`src/rtl/ped_walk_ctrl.sv`:
```
`default_nettype none
// ============================================================================
// Module   : ped_walk_ctrl
// Brief    : Pedestrian walk-lamp controller slaved to an upstream traffic lamp;
//            one walk per red phase with walk, flashing don't-walk and clear.
// Revision : 1.0 - initial release
// ============================================================================
module ped_walk_ctrl #(
    parameter int WALK_CYCLES  = 8,
    parameter int FLASH_CYCLES = 4
) (
    input  logic       clock,
    input  logic       reset,
    input  logic [0:2] light,
    input  logic       ped_req,
    output logic       walk,
    output logic       dont_walk,
    output logic [7:0] countdown,
    output logic       req_ack,
    output logic       abort,
    output logic       fault
);

    typedef enum logic [2:0] {
        ST_IDLE  = 3'd0,
        ST_WALK  = 3'd1,
        ST_FLASH = 3'd2,
        ST_CLEAR = 3'd3,
        ST_FAULT = 3'd4
    } state_t;

    localparam logic [7:0] CD_LOAD   = 8'(WALK_CYCLES + FLASH_CYCLES - 1);
    localparam logic [7:0] FLASH_LEN = 8'(FLASH_CYCLES);

    state_t     state_q, state_d;
    logic       req_pending_q, req_pending_d;
    logic       walk_q, walk_d;
    logic       dont_walk_q, dont_walk_d;
    logic [7:0] countdown_q, countdown_d;
    logic       req_ack_q, req_ack_d;
    logic       abort_q, abort_d;
    logic       fault_q, fault_d;

    logic       light_red;
    logic       light_valid;
    logic [7:0] countdown_dec;

    always_comb begin
        light_red     = (light == 3'b100);
        light_valid   = light_red || (light == 3'b010) || (light == 3'b001);
        countdown_dec = (countdown_q == 8'd0) ? 8'd0 : countdown_q - 8'd1;
    end

    always_comb begin
        state_d       = state_q;
        req_pending_d = req_pending_q | (ped_req & (state_q != ST_WALK));
        walk_d        = 1'b0;
        dont_walk_d   = 1'b1;
        countdown_d   = 8'd0;
        req_ack_d     = 1'b0;
        abort_d       = 1'b0;
        fault_d       = 1'b0;

        // An invalid lamp code outranks every state-specific transition.
        if (!light_valid) begin
            state_d = ST_FAULT;
            fault_d = 1'b1;
        end else begin
            case (state_q)
                ST_IDLE: begin
                    if (light_red && (req_pending_q || ped_req)) begin
                        state_d       = ST_WALK;
                        req_pending_d = 1'b0;
                        req_ack_d     = 1'b1;
                        walk_d        = 1'b1;
                        dont_walk_d   = 1'b0;
                        countdown_d   = CD_LOAD;
                    end
                end
                ST_WALK: begin
                    if (!light_red) begin
                        state_d = ST_IDLE;
                        abort_d = 1'b1;
                    end else if (countdown_q == FLASH_LEN) begin
                        // Countdown equals the flash length exactly when the walk time is used up.
                        state_d     = ST_FLASH;
                        countdown_d = countdown_dec;
                    end else begin
                        walk_d      = 1'b1;
                        dont_walk_d = 1'b0;
                        countdown_d = countdown_dec;
                    end
                end
                ST_FLASH: begin
                    if (!light_red) begin
                        state_d = ST_IDLE;
                        abort_d = 1'b1;
                    end else if (countdown_q == 8'd0) begin
                        state_d = ST_CLEAR;
                    end else begin
                        dont_walk_d = ~dont_walk_q;
                        countdown_d = countdown_dec;
                    end
                end
                ST_CLEAR: begin
                    if (!light_red) begin
                        state_d = ST_IDLE;
                    end
                end
                ST_FAULT: begin
                    state_d = ST_IDLE;
                end
                default: begin
                    state_d = ST_IDLE;
                end
            endcase
        end
    end

    always_ff @(posedge clock) begin
        if (reset) begin
            state_q       <= ST_IDLE;
            req_pending_q <= 1'b0;
            walk_q        <= 1'b0;
            dont_walk_q   <= 1'b1;
            countdown_q   <= 8'd0;
            req_ack_q     <= 1'b0;
            abort_q       <= 1'b0;
            fault_q       <= 1'b0;
        end else begin
            state_q       <= state_d;
            req_pending_q <= req_pending_d;
            walk_q        <= walk_d;
            dont_walk_q   <= dont_walk_d;
            countdown_q   <= countdown_d;
            req_ack_q     <= req_ack_d;
            abort_q       <= abort_d;
            fault_q       <= fault_d;
        end
    end

    assign walk      = walk_q;
    assign dont_walk = dont_walk_q;
    assign countdown = countdown_q;
    assign req_ack   = req_ack_q;
    assign abort     = abort_q;
    assign fault     = fault_q;

endmodule
`default_nettype wire
```
`config.mk`:
```
export PLATFORM = sky130hd
export DESIGN_NAME = ped_walk_ctrl
export DESIGN_NICKNAME = d
export VERILOG_FILES = /design/src/rtl/ped_walk_ctrl.sv
export SDC_FILE = /design/constraint.sdc
export NUM_CORES = 1
export LEC_CHECK = 0
export ABC_AREA = 1
export BUFFER_PORTS_ARGS = -buffer_cell sky130_fd_sc_hd__buf_2
export CORE_MARGIN = 2
export CORE_UTILIZATION = 50
export CTS_CLUSTER_SIZE = 12
export DETAILED_ROUTE_END_ITERATION = 8
export GPL_ROUTABILITY_DRIVEN = 0
export PLACE_DENSITY_LB_ADDON = 0.2
export SETUP_SLACK_MARGIN = 0.05
export SLEW_MARGIN = 0
export SYNTH_ARGS = -nofsm -noshare
export SYNTH_HDL_FRONTEND = slang
export SYNTH_SLANG_ARGS = --single-unit
```
`constraint.sdc`:
```
create_clock -name clock -period 1.7 [get_ports clock]
set_input_delay 0.34 -clock clock [delete_from_list [all_inputs] [get_ports clock]]
set_output_delay 0.34 -clock clock [all_outputs]
set_load 0.05 [all_outputs]
```
==> results by group <==
Logic synthesis
  • Mux cell area share after synthesis: 0%
  • Synth Area per Inst: 7.47 µm²
  • Adder-Cell Fraction of Synth Area: 1.54%
  • YS warnings: 0
  • Syn Inst Count: 109
  • Mapped cell area: 815 µm²
  • FF+latch count, synth: 17
  • Synth unique cells: 23
  • Sequential share of the synthesized area: 41.8%
  • Post-synthesis simple-gate area fraction: 37.8%
  • Syn_nets: 116
  • Compound-Gate Fraction of Synth Area: 7.07%
  • Combinational family with the most area after synthesis: simple AND/OR/NAND/NOR gates
  • Synth Area in XOR/XNOR: 5.38%

Global routing
  • First-pass GRT wire length: 2550 µm
  • Largest net degree at the start of global routing: 10
  • Overall routing resource usage: 17.9%
  • Initial antenna violation count: 0
  • Vias in the first global route: 608
  • Grt ovf: 0

Timing
  • Final Critical Period: 1.44 ns
  • Setup violations, final: 0
  • Fmax: 694 MHz
  • Tcrit/Tclk final: 84.7%
  • Slew @ Worst Pin: 0.262 ns
  • RSZ-0062 raised after global routing: false
  • Relative slew slack: 82.7%
  • Final hold violation count: 0
  • Final Skew: 0.00544 ns
  • Pins Over Slew Limit: 0
  • Fin Setup TNS: 0 ns

Detailed routing
  • Routed wire per std cell: 10.2 µm
  • DRC: 0
  • Post-DR vias/cell: 4.88
  • Detailed Routing Iterations Pass 1: 4
  • Routed WL: 1500 µm
  • DR vias: 718
  • First DRT Iteration DRCs: 9
  • Antenna viol nets, final: 0

Setup path
  • CP Max Fanout: 4
  • Required time of the worst setup path: 1.89 ns
  • Crit path kind: flop to flop
  • Crit path arrival time: 1.63 ns
  • Critical Path Source Type: flop
  • Crit end category: flop

Layout
  • Fin nets: 139
  • Area growth, synth to finish: 16.9%
  • Commonest non-fill, non-tap cells in the layout: nand2_1 (20), nor2_1 (18), buf_2 (18)
  • Fill cells: 143
  • Most common cell after layout, fill and taps aside: nand2_1
  • Diodes inserted: 0
  • Final Cell Area: 952 µm²
  • Fraction of layout cells with a size suffix above 1: 29.0%

Die
  • Core Area: 1520 µm²
  • Die area: 1970 µm²
  • Die H: 44.4 µm
  • Site Rows: 14
  • Starting Density: 53.4%
  • # IOs: 19
  • Die width: 44.4 µm

Place
  • Dpl hpwl: 1220 µm
  • Port bufs: 18
  • Area after DPL: 926 µm²

Power
  • Leak: 0.498 nW
  • Pwr/cell area: 731 nW/µm²
  • Worst vdd rail ir drop: 0.000524 V

CTS
  • CTS tree: built
  • Root Driver: clkbuf_4
  • Worst-path clk slew: 0.09 ns
  • Post-cts resize count: 0
  • Hold Buf Count CTS: 0
  • Post-CTS setup repair buffer count: 0
  • Longest Clk Path Bufs: 2
  • CTS H-tree depth: 1
  • Num Clock Sinks: 17
  • Clock buffer count from CTS: 3
  • Clk_lat worst skew: 0.28 ns

Hold path
  • Min-Delay Path Class: input pin to flop

Flow run
  • MaxCap Viol Count: 0

Outcome
  • Outcome: finished, final reports clean
==> final cells by class <==
type                       count  area, µm²  share of cell area, %
tap                           16       20.0                   2.10
clock buffer                   4       26.3                   2.76
inverter                      14       52.6                   5.52
timing repair buffer          18       90.1                   9.46
sequential                    17        342                   35.9
multi-input combinational     78        422                   44.3
==> flip-flops by register name, summed over array words and instances, names as in the netlist <==
name and count:
countdown 8, fault 1, req_ack 1, abort 1
state_q 3, req_pending_q 1, walk 1, dont_walk 1
==> synthesized netlist by cell type <==
library cell  instances  area [µm²]
nand2_1              20        75.1
nand4_1               3        18.8
o21a_1                1        7.51
nor3_1                3        15.0
xor2_1                3        26.3
ha_1                  1        12.5
inv_2                 3        11.3
o211ai_1              1        7.51
nand3_1               5        25.0
o21ai_0               1        5.00
nand2_4               1        11.3
a211oi_1              1        7.51
nor2_1               18        67.6
nor2_4                2        22.5
dfxtp_1              17         340
nor2_2                2        12.5
nand3_2               1        10.0
nor3b_2               1        12.5
nand2_2               5        31.3
xnor2_1               2        17.5
or2_2                 1        6.26
inv_1                11        41.3
a21oi_1               6        30.0
==> worst paths after layout <==
path,slack (ns),end,cells after the start,from
hold / removal,0.25,fault,2,reset
setup reg to reg,0.26,state_q[1],8,countdown[0]
setup / recovery,0.26,state_q[1],8,countdown[0]
hold reg to reg,0.50,state_q[0],2,state_q[0]
==> logic make-up after synthesis <==
group                    count (synthesis)
XOR/XNOR                                 5
adder cells (fa/ha/maj)                  1
AND/OR/NAND/NOR                         62
buffers and inverters                   14
AO/OA/AOI/OAI                           10
flip-flops                              17
==> through the flow <==
stage	cells	hold WS (ns)	utilization [%]	worst slack [ns]	power (W)
global placement	143	0.484	60.8	0.304	0.000500
detailed placement	143	0.485	60.8	0.303	0.000501
global route	147	0.236	62.5	0.116	0.000740
finish	147	0.254	62.5	0.260	0.000696
floorplan	109	0.412	-	0.0688	0.000481
CTS	147	0.237	62.5	0.267	0.000705
==> per-layer routing <==
layer / GRT usage [%] / up-vias / part of all wire, %
met5: 0 / - / 0
met4: 7.27 / 0 / 0.73
met3: 3.67 / 2 / 4.1
met2: 29.7 / 23 / 49
met1: 22.6 / 300 / 46
li1: - / 393 / -
==> critical path, cell delays in order, from the launching register on <==
cell and delay (ns):
dfxtp_2 0.32, inv_1 0.10, ha_1 0.24, nand2_1 0.08, nor2_1 0.09, nand3_1 0.11, nand3_1 0.16, nand2_1 0.07
a211oi_1 0.18
==> where the power goes <==
group	total [W]	switching, W	internal [W]
clock network	0.000204	0.000113	0.0000910
registers	0.000411	0.00000441	0.000407
logic	0.0000809	0.0000557	0.0000252
total	0.000696	0.000173	0.000523
Note: power is estimated with default switching activity, not from simulation.
